[src/rtl/fifo_pkg.sv]
// Shared FIFO-family types: read-mode selection for single- and dual-clock FIFOs.
package fifo_pkg;

    typedef enum logic {
        FIFO_NORMAL    = 1'b0,
        FIFO_SHOWAHEAD = 1'b1
    } fifo_mode_e;

endpackage

[src/rtl/fifo_mem.sv]
// Simple dual-port register array: synchronous write, asynchronous read, no reset.
// Latency: write visible on the read port after the write edge; read is combinational.
// Backpressure: none; the caller gates wr_en.
module fifo_mem #(
    parameter int DWIDTH = 8,
    parameter int AWIDTH = 4
) (
    input  logic              clk,
    input  logic              wr_en,
    input  logic [AWIDTH-1:0] wr_addr,
    input  logic [DWIDTH-1:0] wr_data,
    input  logic [AWIDTH-1:0] rd_addr,
    output logic [DWIDTH-1:0] rd_data
);

    logic [DWIDTH-1:0] mem [2**AWIDTH];

    always_ff @(posedge clk) begin
        if (wr_en) begin
            mem[wr_addr] <= wr_data;
        end
    end

    assign rd_data = mem[rd_addr];

endmodule

[src/rtl/sc_fifo.sv]
// Single-clock FIFO with registered occupancy/flags, sticky ovf/udf and normal/show-ahead read.
// Latency: flags and usedw one edge after the request; normal-mode q one edge after the read.
// Backpressure: writes are dropped while full, reads while empty; drops set the sticky flags.
module sc_fifo
    import fifo_pkg::*;
#(
    parameter int         DWIDTH             = 8,
    parameter int         AWIDTH             = 4,
    parameter fifo_mode_e MODE               = FIFO_NORMAL,
    parameter int         ALMOST_FULL_VALUE  = 12,
    parameter int         ALMOST_EMPTY_VALUE = 4
) (
    input  logic              clk_i,
    input  logic              srst_i,
    input  logic [DWIDTH-1:0] data_i,
    input  logic              wrreq_i,
    input  logic              rdreq_i,
    output logic [DWIDTH-1:0] q_o,
    output logic              empty_o,
    output logic              full_o,
    output logic [AWIDTH:0]   usedw_o,
    output logic              almost_full_o,
    output logic              almost_empty_o,
    output logic              ovf_o,
    output logic              udf_o
);

    localparam int              DEPTH   = 2**AWIDTH;
    localparam logic [AWIDTH:0] ONE     = (AWIDTH+1)'(1);
    localparam logic [AWIDTH:0] DEPTH_W = (AWIDTH+1)'(DEPTH);
    localparam logic [AWIDTH:0] AF_W    = (AWIDTH+1)'(ALMOST_FULL_VALUE);
    localparam logic [AWIDTH:0] AE_W    = (AWIDTH+1)'(ALMOST_EMPTY_VALUE);

    if (AWIDTH < 1) begin : g_chk_awidth
        $error("sc_fifo: AWIDTH must be >= 1");
    end
    if (ALMOST_EMPTY_VALUE < 1 || ALMOST_EMPTY_VALUE > ALMOST_FULL_VALUE ||
        ALMOST_FULL_VALUE > DEPTH) begin : g_chk_thresholds
        $error("sc_fifo: need 1 <= ALMOST_EMPTY_VALUE <= ALMOST_FULL_VALUE <= 2**AWIDTH");
    end

    logic [AWIDTH:0]   wr_ptr;
    logic [AWIDTH:0]   rd_ptr;
    logic [AWIDTH:0]   usedw_nxt;
    logic [DWIDTH-1:0] head;
    logic              wr_acc;
    logic              rd_acc;

    // Full blocks writes even when a read frees a slot in the same cycle.
    assign wr_acc = wrreq_i & ~full_o;
    assign rd_acc = rdreq_i & ~empty_o;

    always_comb begin
        usedw_nxt = usedw_o;
        case ({wr_acc, rd_acc})
            2'b10:   usedw_nxt = usedw_o + ONE;
            2'b01:   usedw_nxt = usedw_o - ONE;
            default: usedw_nxt = usedw_o;
        endcase
    end

    always_ff @(posedge clk_i) begin
        if (srst_i) begin
            wr_ptr         <= '0;
            rd_ptr         <= '0;
            usedw_o        <= '0;
            empty_o        <= 1'b1;
            full_o         <= 1'b0;
            almost_empty_o <= 1'b1;
            almost_full_o  <= 1'b0;
            ovf_o          <= 1'b0;
            udf_o          <= 1'b0;
        end else begin
            if (wr_acc) begin
                wr_ptr <= wr_ptr + ONE;
            end
            if (rd_acc) begin
                rd_ptr <= rd_ptr + ONE;
            end
            // Flags derive from next-state occupancy so they never lag usedw_o.
            usedw_o        <= usedw_nxt;
            empty_o        <= (usedw_nxt == '0);
            full_o         <= (usedw_nxt == DEPTH_W);
            almost_full_o  <= (usedw_nxt >= AF_W);
            almost_empty_o <= (usedw_nxt < AE_W);
            if (wrreq_i & full_o) begin
                ovf_o <= 1'b1;
            end
            if (rdreq_i & empty_o) begin
                udf_o <= 1'b1;
            end
        end
    end

    fifo_mem #(
        .DWIDTH (DWIDTH),
        .AWIDTH (AWIDTH)
    ) u_mem (
        .clk     (clk_i),
        .wr_en   (wr_acc & ~srst_i),
        .wr_addr (wr_ptr[AWIDTH-1:0]),
        .wr_data (data_i),
        .rd_addr (rd_ptr[AWIDTH-1:0]),
        .rd_data (head)
    );

    if (MODE == FIFO_SHOWAHEAD) begin : g_showahead
        assign q_o = head;
    end else begin : g_normal
        always_ff @(posedge clk_i) begin
            if (srst_i) begin
                q_o <= '0;
            end else if (rd_acc) begin
                q_o <= head;
            end
        end
    end

endmodule

[config.mk]
export PLATFORM = sky130hd
export DESIGN_NAME = sc_fifo
export DESIGN_NICKNAME = d
export VERILOG_FILES = /design/src/rtl/fifo_pkg.sv /design/src/rtl/fifo_mem.sv /design/src/rtl/sc_fifo.sv
export SDC_FILE = /design/constraint.sdc
export NUM_CORES = 1
export LEC_CHECK = 0
export CAP_MARGIN = 0
export CORE_UTILIZATION = 54
export DETAILED_ROUTE_END_ITERATION = 7
export MAX_ROUTING_LAYER = met4
export PLACE_DENSITY = 0.81
export REMOVE_ABC_BUFFERS = 1
export SYNTH_ARGS = -nofsm -noshare
export SYNTH_HDL_FRONTEND = slang
export SYNTH_SLANG_ARGS = --single-unit
[constraint.sdc]
create_clock -name clk_i -period 2.35 [get_ports clk_i]
set_input_delay 0.3525 -clock clk_i [delete_from_list [all_inputs] [get_ports clk_i]]
set_output_delay 0.3525 -clock clk_i [all_outputs]
set_load 0.05 [all_outputs]
# Word-level counts from Yosys, hierarchy flattened
# Memory sizes are Yosys's and may differ from the RTL's. A register that Yosys moved wholly into a read port is not among the register bits.
# Index checks and enable logic that the tools add are counted.
# Widths: inputs -> output; s select.
# word_totals
elab_cells	31
regBits	21
ram_bits	128
out_inout_bits	19
inputBits	12
n_memories	1
# memory_table
memory	depth	width	read_ports	rd_clocked_by_memory_dff	write_ports	line_no	rtl
u_mem.mem	16	8	1	1	1	fifo_mem.sv:16	logic [DWIDTH-1:0] mem [2**AWIDTH];
# classes
n_bitwise	8
muxes	3
add_sub_neg	4
reduce_logical	1
n_lt_le_gt_ge	2
n_eq_ne	3
# op_table
operator	n
$add 5x1->5 const B	3
$pmux 5 s2	1
$and 1x1->1	5
$eq 5x5->1 const B	1
$ge 5x4->1 const B	1
$logic_not 5->1	1
$lt 5x3->1 const B	1
$sub 5x1->5 const B	1
$not 1->1	3
$eq 2x1->1 const B	1
$eq 2x2->1 const B	1
$mux 1	2

# Depth between registers and ports, before layout
# Gate-level depths: netlist of run 1.
# logic_depth
depth_word	5
depth_mapped	11
ltp_nobuf	10

# Cells and area by module
# A second synthesis of run 1 with hierarchy kept.
# hier_totals
cells_unflattened	358
area_unflattened_um2	6209.7
# modules_own_cells
module	area_per_inst_um2	cells_each	n_inst
fifo_mem	4987.3	221	1
sc_fifo	1222.4	137	1

# Least setup slack after synthesis of run 1
# Ideal clock, no wire load.
# synth_path
path_kind	reg2reg
start	register empty_o
end	register full_o
setup_slack_ns	-0.193
period_less_slack_ns	2.543
stages_incl_launch_ff	12
setup_ns	0.134
arrival_ns	2.408
cell_sequence	dfxtp_1 > nand2b_4 > inv_2 > buf_4 > nand2_1 > xnor2_1 > ha_1 > a21o_1 > and3_4 > or4_4 > and2_4 > nor4b_4
# synth_between
elab_chain_cells	5
elab_cells_between_ends	6
cone_classes	3 x eq/ne; 1 x mux; 2 x bitwise
# synth_rtl
item	line_no	rtl
start: declaration	sc_fifo.sv:19	output logic empty_o,
start signal: assignment	sc_fifo.sv:82	empty_o <= (usedw_nxt == '0);
$not 1->1 (*)	sc_fifo.sv:51	assign rd_acc = rdreq_i & ~empty_o;
$and 1x1->1 (*)	sc_fifo.sv:51	
$eq 2x1->1 / $eq 2x2->1 (equally long branches)	sc_fifo.sv:55	case ({wr_acc, rd_acc})
$pmux 5 s2 (*)	sc_fifo.sv:55	
$eq 5x5->1 (*)	sc_fifo.sv:83	full_o <= (usedw_nxt == DEPTH_W);
end signal: assignment	sc_fifo.sv:83	
end: declaration	sc_fifo.sv:20	output logic full_o,
# Mark *: on every way between the ends. The rest lies on a longest branch, timed or not.
# A chain may end at the register's enable or synchronous reset.

# Worst setup path after layout of run 1
# layout_path
start	register usedw_o[2]
end	output port usedw_o[2]
# layout_lines
item	line_no	rtl
start: declaration	sc_fifo.sv:21	output logic [AWIDTH:0] usedw_o,
start signal: assignment	sc_fifo.sv:81	usedw_o <= usedw_nxt;
# No word-level cell between the ends.

==> flow_summary.ini, run 1 <==
[clock_network]
cts_tree = built
numClockSinks = 155
clockRootBuffer = clkbuf_16
clk_pin_slew_worst_paths_ps = 60
cts_buffer_depth = 2
cts_buffers = 17
cts_resized = 0
clk_latency_ps = 420
postCtsHoldBufs = 0
cts_setup_buffers = 0
htreeDepth = 4

[worst_setup_path]
endpoint_kind = output pin
start_kind = register
cpPeakStageDelay_ps = 890
cp.required_ps = 2000
reg2reg_depth = 10
cp.arrival_ps = 1940
worstReg2RegEnd = full_o
worst-path-max-fanout = 11
cp_num_buf_inv = 1
path_delay_family = buffers and inverters
rrSetupSlack_ps = 130
criticalPathCategory = register to output pin
cp-startpoint = usedw_o[2]
cp_slowest_cell = clkdlybuf4s50_1
reg2reg_from = full_o
path_cells = clkdlybuf4s50_1

[global_route]
antenna_found_initial = 0
grt_pass1_wl_mm = 20.10
overflow = 0
track_usage_pct = 24.93
grt_pass1_vias = 3654
grt_max_degree = 36

[routing]
drt_pass1_iterations = 5
route.vias.total = 3603
drc = 0
drt-total-wl_mm = 13.34
drt_iter0_drc = 274
wl_per_cell_um = 22.58
vias_per_cell = 6.096
postRouteAntennaNets = 0

[timing]
fmax_ghz = 0.4371
final-setup-viol-count = 0
max_slew.worst_pin.slew_ps = 761.1
fin_worst_skew_ps = 12.25
worst_slack_ps = 61.94
tns_ps = 0
relSlewSlack_pct = 49.07
hold_viol_final = 0
period_needed_ps = 2288
slew_violations = 0
finalCritPeriodShare_pct = 97.36

[worst_hold_path]
worstHoldStart = ovf_o
hold_end = ovf_o
hold_class = register to register
holdPathStages = 2

[floorplan]
fp.dieArea_um2 = 12060
row_count = 39
pin_count = 31
die_h_um = 109.8
die_w_um = 109.8
core_um2 = 11370
start_util_pct = 55.22

[synth]
yosysTopAreaCell = edfxtp_1
synth_area_per_cell_um2 = 17.01
synth_simple_gate_area_share_pct = 6.576
async_flop_share_pct = 0
synth_edf_count = 128
synth_top_family_by_area = multiplexers
ys_ff_latch = 155
synth.area.top_cells = edfxtp_1 (61%), mux4_2 (11%), dfxtp_1 (8.6%), nor2_1 (2.3%), a22oi_1 (1.9%)
synth_area_um2 = 6279
synth_flop_cell = edfxtp_1
synthAdderAreaFrac_pct = 1.395
synth_seq_area_share_pct = 69.83
netlist-cell-type-count = 50
muxShareOfSynthArea_pct = 11.82
synth-xor-area-share_pct = 1.395
netlist_instances = 369
yosysTopAreaCellShare_pct = 61.22
synth_compound_area_share_pct = 6.218
yosysWarnings = 0

[final_layout]
final_nets = 454
layout-drive-gt1-share_pct = 26.34
layout_commonest_cell = edfxtp_1
final_cells = 591
n_antenna_cell = 0
layout_common_cells = edfxtp_1 (128), nor2_1 (38), buf_4 (38)
syn_to_final_growth_pct = 20.45

[placed_design]
dp_cells = 559
placement.io_buffers = 30
dp_hpwl_mm = 8.049
place_congestion = 0.8407
place_ws_ps = -313.3

[outcome]
status = finished clean

[flow_run]
maxCapViolations = 0

[pwr]
power.density_nw_per_um2 = 1011
peakVddDrop_mv = 0.6246
power.leakage_nw = 2.559
## report_power, final
part / switching [W] / total [W] / internal, W
clock network: 0.00105 / 0.00283 / 0.00178
logic: 0.000901 / 0.00160 / 0.000696
registers: 0.000127 / 0.00322 / 0.00309
## area by class of cell
class / count / area, µm²
inverter: 7 / 31.28
clock buffer: 21 / 440.4
sequential: 155 / 4385
clock inverter: 11 / 170.2
tap: 143 / 178.9
multi-input combinational: 184 / 1730
timing repair buffer: 70 / 625.6
fill: 725 / 3807
## worst max path at each step
| stage | to | cells after the start | slack, ps |
|---|---|---|---|
| after floorplan | q_o[0] | 5 | -330 |
| after global placement | empty_o | 11 | -260 |
| after detailed placement | empty_o | 11 | -310 |
| after CTS | empty_o | 11 | 80 |
| after global routing | full_o | 11 | -30 |
| final | usedw_o[2] | 1 | 60 |
## cell families (layout without fill, tap and decap cells)
family,Yosys count,in the layout
XOR/XNOR,10,10
AND/OR/NAND/NOR,78,78
adder cells (fa/ha/maj),7,7
buffers and inverters,30,109
multiplexers,34,34
flip-flops,155,155
AO/OA/AOI/OAI,55,55
## metal layers
| layer | part of all wire (%) | global-route usage, % | wire [µm] | up-vias |
|---|---|---|---|---|
| li1 | - | - | - | 1579 |
| met1 | 39 | 31.16 | 5170 | 1808 |
| met2 | 51 | 39.38 | 6853 | 183 |
| met3 | 8.0 | 6.876 | 1061 | 33 |
| met4 | 1.9 | 8.667 | 258 | 0 |
| met5 | 0 | - | 0 | - |
## flip-flops by register name, summed over array words and instances, names as in the netlist, 4 cells and up
signal     cells
rd_ptr         4
q_o            8
wr_ptr         4
usedw_o        5
u_mem.mem    128
## synthesized netlist by cell type, drive strengths merged, types with 4 or more instances
master	instances
ha	7
a22oi	17
xnor2	5
nor2	38
mux4	32
nor2b	4
nor3	5
inv	7
edfxtp	128
xor2	5
nand2	12
buf	17
a21oi	23
clkbuf	6
dfxtp	27
## per-stage QoR
stage / hold WS [ps] / util, % / total power [W] / cell area, µm²
final: 464.1 / 66.51 / 0.007648 / 7562
after global routing: 501.0 / 66.51 / 0.007889 / 7562
after CTS: 469.2 / 66.42 / 0.007661 / 7552
after detailed placement: 456.2 / 61.05 / 0.004830 / 6942
after global placement: 449.7 / 61.05 / 0.004799 / 6942
after floorplan: 421.6 / - / 0.004321 / 6136
No activity file was read; power rests on OpenSTA's default activity.
==> inputs of run 2 (changes only) <==
--- a/config.mk
+++ b/config.mk
@@ -6,10 +6,12 @@
 export NUM_CORES = 1
 export LEC_CHECK = 0
 export CAP_MARGIN = 0
-export CORE_UTILIZATION = 54
+export CELL_PAD_IN_SITES_DETAIL_PLACEMENT = 0
+export CELL_PAD_IN_SITES_GLOBAL_PLACEMENT = 1
+export CORE_UTILIZATION = 46
 export DETAILED_ROUTE_END_ITERATION = 7
 export MAX_ROUTING_LAYER = met4
-export PLACE_DENSITY = 0.81
+export PLACE_DENSITY = 0.8
 export REMOVE_ABC_BUFFERS = 1
 export SYNTH_ARGS = -nofsm -noshare
 export SYNTH_HDL_FRONTEND = slang
==> run 2 against run 1 <==
Sequential power barely moved. Worst setup slack improved by 58 ps. Final cell count rose by 3.7%. Clock power fell by 7.4%. Sequential cell count did not move. Fmax rose by 2.6%. Critical path depth did not move. Wire length fell by 12%. Combinational power fell by 3%. Largest cell class unchanged. Utilization fell by 10 points. Total power fell by 3.5%. Clock skew fell by 6.1 ps.
==> flow_summary.ini, run 2 (synthesis gave the netlist of run 1 again) <==
[clock_network]
clk_latency_ps = 410
clk_pin_slew_worst_paths_ps = 60
numClockSinks = 155
cts_tree = built
htreeDepth = 4
clockRootBuffer = clkbuf_16
cts_buffers = 17
cts_buffer_depth = 2
cts_setup_buffers = 0
postCtsHoldBufs = 0

[routing]
postRouteAntennaNets = 0
drt_pass1_iterations = 4
drt-total-wl_mm = 11.80
drt_iter0_drc = 240
wl_per_cell_um = 19.25
vias_per_cell = 5.421
drc = 0
route.vias.total = 3323

[final_layout]
largestRegisters = u_mem.mem: 128 flops, q_o: 8 flops, usedw_o: 5 flops
n_antenna_cell = 0
fill_cells = 1040
syn_to_final_growth_pct = 19.11
layout_common_cells = edfxtp_1 (128), nor2_1 (38), mux4_2 (32)
largest-register = u_mem.mem
largest_reg_flops = 128
final_area_um2 = 7478
finish.utilization_pct = 56.25
regArea_um2 = 4385
final_nets = 443
multiInputGateArea_um2 = 1725
layout_commonest_cell = edfxtp_1
layout-drive-gt1-share_pct = 24.49

[timing]
period_needed_ps = 2230
fmax_ghz = 0.4484
hold_viol_final = 0
finalCritPeriodShare_pct = 94.91
tns_ps = 0
final-setup-viol-count = 0
fin_worst_skew_ps = 6.195
max_slew.worst_pin.slew_ps = 710.4
rsz0062_at_grt = false
relSlewSlack_pct = 52.54
slew_violations = 0

[floorplan]
core_um2 = 13300
start_util_pct = 47.22
die_w_um = 118.8
row_count = 42
fp.dieArea_um2 = 14120
pin_count = 31
die_h_um = 118.8

[pwr]
peakVddDrop_mv = 0.5078
power.leakage_nw = 2.473
power.total_w = 0.007382
switchingPower_w = 0.002037
pwr-share-clk_pct = 35.5
pwr-share-comb_pct = 21.0
cellInternalPower_w = 0.005345
power.density_nw_per_um2 = 987.1
power_frac_seq_pct = 43.5
swShare_pct = 27.59

[placed_design]
place_area_um2 = 6900
dp_hpwl_mm = 7.684
place_congestion = 0.8037
placement.io_buffers = 30

[global_route]
track_usage_pct = 19.09
grt_max_degree = 36
antenna_found_initial = 0
grt_pass1_vias = 3409
grt_pass1_wl_mm = 18.96
overflow = 0

[worst_hold_path]
hold_class = register to register

[worst_setup_path]
path_cells = clkdlybuf4s50_1
start_kind = register
cp.arrival_ps = 1880
cp_num_buf_inv = 1
criticalPathCategory = register to output pin
worst-path-max-fanout = 11
cp_slowest_cell = clkdlybuf4s50_1
cp.required_ps = 2000
endpoint_kind = output pin
path_delay_family = buffers and inverters
cpPeakStageDelay_ps = 880

[outcome]
status = finished clean

[flow_run]
maxCapViolations = 0
==> run 2: worst register-to-register path, delay by kind of cell (launching register included) <==
family	cells	cell delay (ps)
simple gates	6	1050
flops	1	440
buf+inv	1	60
compound gates	1	180
xor+xnor	1	120
fa+ha+maj	1	220
==> run 2: layout make-up <==
cell class / instances / share of cell area [%]
sequential: 155 / 58.64
tap: 176 / 2.945
inverter: 7 / 0.4183
timing repair buffer: 59 / 7.261
clock buffer: 19 / 5.789
clock inverter: 13 / 1.874
multi-input combinational: 184 / 23.07
==> run 2: repair_timing <==
action | CTS | global route
setup endpoints to repair | 0 | 1
hold endpoints to repair | 0 | 0
resized for setup | 0 | 1
==> run 2: power groups by stage <==
| stage | logic [W] | registers, W | clock network, W |
|---|---|---|---|
| 2_1_floorplan | 0.000722 | 0.00360 | 0 |
| 3_3_place_gp | 0.00154 | 0.00327 | 0 |
| 3_5_place_dp | 0.00156 | 0.00327 | 0 |
| 4_1_cts | 0.00157 | 0.00321 | 0.00267 |
| 5_1_grt | 0.00167 | 0.00323 | 0.00277 |
| 6_report | 0.00155 | 0.00321 | 0.00262 |
==> run 2: metrics by stage <==
| stage | setup WS [ps] | hold WS (ps) | std cells |
|---|---|---|---|
| global placement | -269.5 | 453.7 | 581 |
| detailed placement | -330.9 | 458.1 | 581 |
| global route | 4.382 | 522.0 | 613 |
| finish | 119.6 | 470.9 | 613 |
| CTS | 89.38 | 477.2 | 613 |
| floorplan | -329.6 | 421.6 | 346 |
==> run 2: worst paths after layout <==
check	slack (ps)	from	to	cells after the start
max	120	usedw_o[2]	usedw_o[2]	1
min reg2reg	470	udf_o	udf_o	2
min	470	udf_o	udf_o	2
max reg2reg	150	full_o	full_o	10
==> run 2: routing by layer <==
layer | global-route usage [%] | routed length (µm)
met1 | 24.58 | 5397
met2 | 29.31 | 5806
met3 | 4.454 | 404
met4 | 7.991 | 194
met5 | - | 0
==> patch 1 (settings of run 1) <==
`DWIDTH` is set to 8 in 2 places; all go to 6.
--- a/src/rtl/fifo_mem.sv
+++ b/src/rtl/fifo_mem.sv
@@ -2,7 +2,7 @@
 // Latency: write visible on the read port after the write edge; read is combinational.
 // Backpressure: none; the caller gates wr_en.
 module fifo_mem #(
-    parameter int DWIDTH = 8,
+    parameter int DWIDTH = 6,
     parameter int AWIDTH = 4
 ) (
     input  logic              clk,
--- a/src/rtl/sc_fifo.sv
+++ b/src/rtl/sc_fifo.sv
@@ -4,7 +4,7 @@
 module sc_fifo
     import fifo_pkg::*;
 #(
-    parameter int         DWIDTH             = 8,
+    parameter int         DWIDTH             = 6,
     parameter int         AWIDTH             = 4,
     parameter fifo_mode_e MODE               = FIFO_NORMAL,
     parameter int         ALMOST_FULL_VALUE  = 12,
Interface: changed (resized data_i and q_o); port bits go from 31 to 27. No check against the original RTL was run, so the function may have changed too.
==> patch 1 against run 1 <==
Synthesized cell count shrank 15%; final cell count shrank 17%; worst hold slack gained 0.0034 ns; wire length shrank 22%; sequential cell count shrank 34; area after synthesis shrank 20%; critical path depth is the same; final area shrank 19%; total power shrank 15%; worst setup slack gained 0.041 ns; critical path type unchanged.
==> patch 1: results (changes against run 1) <==
RUN_STATUS='complete, no violations'
CLOCKROOTBUFFER='clkbuf_8'
SKEW_NS=0.00665  # -0.00559 ns
DRT_PRE_ANTENNA_ITERS=7  # +2
DESIGN.FINAL.NETS=384  # -15%
REG.LARGEST.LIST='u_mem.mem x96, q_o x6, usedw_o x5'
PATH_MAX_FANOUT=8  # -3
TRACK_USAGE_PCT=24.4  # -0.50 points
GRT_PASS1_WL_MICRONS=16300  # -19%
SYNTH_CELL_TYPES=49  # -2.0%
HOLD_DEPTH=3  # +1
YOSYSSEQAREASHARE_PCT=67.4  # -2.5 points
GRTUSAGEMET2_PCT=37.2  # -2.2 points
IR_WORST_VDD_mV=0.575  # -8.0%
DETAILROUTE.VIA_COUNT=2994  # -17%
DETAILEDPLACEMENTHPWL_MICRONS=6270  # -22%
PORT_BUFFERS=26  # -13%
POST_DP_CELL_AREA_SQ_MM=0.00550  # -21%
WORST-SLEW-PIN-TRANSITION_NS=0.630  # -0.131 ns
PLACE.GP.CONGESTION=0.866  # +3.0%
TIMING.CRITICAL_PATH.SLOWEST_CELL_DELAY_NS=0.87  # -0.02 ns
SYNTH_COMMON_CELLS='edfxtp_1 (96), nor2_1 (36), dfxtp_1 (25), mux4_2 (24), a21oi_1 (18)'
PIN_COUNT_OF_THE_BIGGEST_NET_ENTERING_GLOBAL_ROUTING=28  # -22%
INITIALDRTVIOLATIONCOUNT=260  # -5.1%
CRITICAL_PATH_ARRIVAL_NS=1.89  # -0.05 ns
## patch 1: changes by cell type after synthesis, moves of 2 or more
cell      delta
a21oi_1      -5
a22oi_1      -3
edfxtp_1    -32
nor2_1       -2
dfxtp_1      -2
buf_2        -4
mux4_2       -8
## patch 1: logic make-up after synthesis
kind of cell | Yosys count | synth area share (%)
DFF | 121 | 67.4
and+or+nand+nor | 76 | 7.70
AOI/OAI and AO/OA | 47 | 6.75
buffers and inverters | 26 | 3.51
muxes | 26 | 11.2
xor gates and xnor gates | 10 | 1.74
adders and majority gates | 7 | 1.74
## patch 1: final cells by class
cell class | count | area [sq um]
Multi-Input combinational cell | 166 | 1470
Inverter | 7 | 33.8
Sequential cell | 121 | 3380
Timing Repair Buffer | 54 | 485
Clock buffer | 18 | 418
Clock inverter | 14 | 173
Tap cell | 108 | 135
Fill cell | 556 | 2750
## patch 1: per-layer routing
layer,share of wire (%),vias to the layer above,routed length [microns]
met1,41,1527,4260
met3,7.8,18,817
met4,1.5,0,156
met2,50,133,5200
li1,-,1316,-
met5,0,-,0
## patch 1: power by group
| part | internal (W) | switching (W) |
|---|---|---|
| clock network | 0.00162 | 0.000943 |
| logic | 0.000608 | 0.000818 |
| registers | 0.00242 | 0.000108 |
| total | 0.00465 | 0.00187 |
## patch 1: worst max-delay path by stage
stage / from / endpoint / slack (ns) / cells after the start
final: usedw_o[0]$_SDFF_PP0_ / usedw_o[0] / 0.10 / 1
after global routing: empty_o$_SDFF_PP1_ / almost_empty_o$_SDFF_PP1_ / 0.02 / 11
after CTS: usedw_o[2]$_SDFF_PP0_ / usedw_o[2] / 0.03 / 1
after detailed placement: wrreq_i / empty_o$_SDFF_PP1_ / -0.37 / 11
after global placement: wrreq_i / empty_o$_SDFF_PP1_ / -0.33 / 11
after floorplan: empty_o$_SDFF_PP1_ / full_o$_SDFF_PP0_ / -0.25 / 10
## patch 1: through the flow
| step | cells | utilization (%) | setup slack (ns) | TNS [ns] |
|---|---|---|---|---|
| after floorplan | 294 | - | -0.250 | -1.07 |
| after global placement | 456 | 62.1 | -0.328 | -1.66 |
| after detailed placement | 456 | 62.1 | -0.373 | -1.95 |
| after CTS | 488 | 68.8 | 0.0335 | 0 |
| after global routing | 488 | 68.9 | 0.0234 | 0 |
| final | 488 | 68.9 | 0.103 | 0 |
==> patch 2 (flow settings as in run 1) <==
Made on the original files. Make the reset (`srst_i`) asynchronous in 2 clocked blocks.
--- a/src/rtl/sc_fifo.sv
+++ b/src/rtl/sc_fifo.sv
@@ -59,7 +59,7 @@
         endcase
     end
 
-    always_ff @(posedge clk_i) begin
+    always_ff @(posedge clk_i or posedge srst_i) begin
         if (srst_i) begin
             wr_ptr         <= '0;
             rd_ptr         <= '0;
@@ -107,7 +107,7 @@
     if (MODE == FIFO_SHOWAHEAD) begin : g_showahead
         assign q_o = head;
     end else begin : g_normal
-        always_ff @(posedge clk_i) begin
+        always_ff @(posedge clk_i or posedge srst_i) begin
             if (srst_i) begin
                 q_o <= '0;
             end else if (rd_acc) begin
Function: differs if srst_i is asserted again (counterexample within 4 cycles, from zero or initial values and one cycle with srst_i high); with srst_i held inactive, the same outputs for 10 cycles.
==> patch 2 against run 1 <==
Worst setup slack better by 0.074 ns; wire length shrank 6.9%; sequential cell count stayed put; sequential share of layout area rose by 1.2 points; area after synthesis decreased by 0.12%; final area rose by 1.0%; critical endpoint is now empty_o$_DFF_PP1_; global-route usage shrank 1.4 points.
Power is not compared: it rests on default switching activity, and its combinational part moved more than twofold at a synthesized area within 25%.
==> patch 2: results (changes against run 1) <==
ASYNCSETRESETFLOPFRACSYNTH_PCT=17.4  # +17 points
TIMING.CRITICAL_PATH.SLOWEST_CELL_DELAY_NS=0.54  # -0.35 ns
FINAL_CELLS=571  # -3.4%
DESIGN.FINAL.NETS=438  # -3.5%
DRT_PRE_ANTENNA_ITERS=4  # -1
DETAILROUTE.VIA_COUNT=3292  # -8.6%
PLACE.GP.CONGESTION=0.865  # +2.9%
CRIT_SLOWEST_CELL='dfstp_2'
RUN_STATUS='complete, no violations'
REGTOREGSETUPSLACK_NS=0.14
SYNTHTOPCELLSBYAREA='edfxtp_1 (61%), mux4_2 (11%), dfrtp_1 (10%)'
RR_ENDPOINT='empty_o$_DFF_PP1_'
SYNTH_CELL_TYPES=39  # -22%
TIMING.HOLD.WORST.CLASS='in2async'
WORST-SLEW-PIN-TRANSITION_NS=0.659  # -0.102 ns
INITIALDRTVIOLATIONCOUNT=193  # -30%
DPL.CELL_COUNT=539  # -3.6%
GRT_PASS1_WL_MICRONS=18900  # -6.0%
SHARE_OF_LAYOUT_CELLS_ABOVE_DRIVE_STRENGTH_1_PCT=29.0  # +2.7 points
SYNTH.AVG_CELL_AREA_SQ_UM=18.3  # +7.5%
HOLD_WS_NS=0.349  # -0.115 ns
PATH_MAX_FANOUT=5  # -6
SYN2LAYOUT_AREA_GROWTH_PCT=21.8
ANTENNA_VIOLATIONS_BEFORE_REPAIR=0  # unchanged
CPLARGESTDELAYFAMILY='flip-flops'
GRT_PASS1_VIAS=3476  # -4.9%
POST_DP_CELL_AREA_SQ_MM=0.00697  # +0.41%
DETAILEDPLACEMENTHPWL_MICRONS=7880  # -2.1%
WIRELENGTH_MICRONS=12400  # -6.9%
TRACK_USAGE_PCT=23.5  # -1.4 points
SKEW_NS=0.00792  # -0.00433 ns
CRITICAL_PATH_ARRIVAL_NS=2.56  # +0.62 ns
CTSLONGESTPATHBUFFERS=2  # unchanged
FILLER_CELL_COUNT=684  # -5.7%
CRITICAL_SETUP_PATH_CLASS='reg2reg'
SYNTH_COMMON_CELLS='edfxtp_1 (128), mux4_2 (32), dfrtp_1 (25), mux2i_1 (18)'
CRITICAL_PATH.STARTPOINT='empty_o$_DFF_PP1_'
YOSYSSEQAREASHARE_PCT=72.1  # +2.3 points
patch 2: changes by cell type after synthesis, sizes merged, moves of 10 or more:
cell          run 1  this run
a22oi            17         0
nor2             38        16
dfrtp             0        25
mux2i             1        18
o21ai             0        10
dfxtp            27         0
a21oi            23        10
patch 2: how the worst min path moves through the flow:
stage | endpoint | depth (start not counted)
after floorplan | almost_full_o$_DFF_PP0_ | 1
after detailed placement | udf_o$_DFFE_PP0P_ | 1
final | usedw_o[0]$_DFF_PP0_ | 2
after global placement | udf_o$_DFFE_PP0P_ | 1
after global routing | usedw_o[1]$_DFF_PP0_ | 2
after CTS | usedw_o[0]$_DFF_PP0_ | 2
patch 2: what timing repair did:
item,CTS,global route
pin swaps,2,3
endpoints found under the setup margin,4,6
resized for setup,3,7
buffers inserted,0,0
patch 2: worst register-to-register path: stages (launching register included):
cell and delay (ns):
dfstp_2 0.54, nand2b_4 0.14, inv_4 0.04, ha_4 0.15
xor2_1 0.15, ha_2 0.23, o21ai_2 0.06, a221oi_2 0.28
o211ai_2 0.16, xor2_2 0.21, nor3b_2 0.19
patch 2: metrics by stage:
step                      power (W)  setup slack [ns]
final                       0.00987             0.136
after global placement      0.00686            -0.302
after CTS                   0.00990           0.00856
after floorplan             0.00585            -0.686
after global routing         0.0103           -0.0192
after detailed placement    0.00699            -0.455
patch 2: cells by family after synthesis:
kind of cell	share of synthesized area, %
flops	72.1
simple gates	4.65
mux	14.4
compound gates	3.05
buf+inv	2.57
xor+xnor	1.66
fa+ha+maj	1.60
patch 2: final cells by class:
class                   instances  share of cell area, %
well taps                     140                   2.29
inverters                       9                  0.475
repair buffers                 75                   8.52
clock buffers                  18                   5.62
flip-flops and latches        155                   59.2
clock inverters                14                   2.54
multi-input cells             160                   21.4
patch 2: where the power goes:
part	leakage, nW	internal (W)	switching (W)	total [W]
Combinational	0.957	0.00149	0.00183	0.00331
Sequential	1.47	0.00334	0.000359	0.00370
Clock	0.285	0.00178	0.00109	0.00286
patch 2: routing by layer:
layer,wire (microns),GRT usage [%]
met1,5020,28.5
met4,245,9.81
met3,627,5.10
met5,0,-
met2,6530,38.7
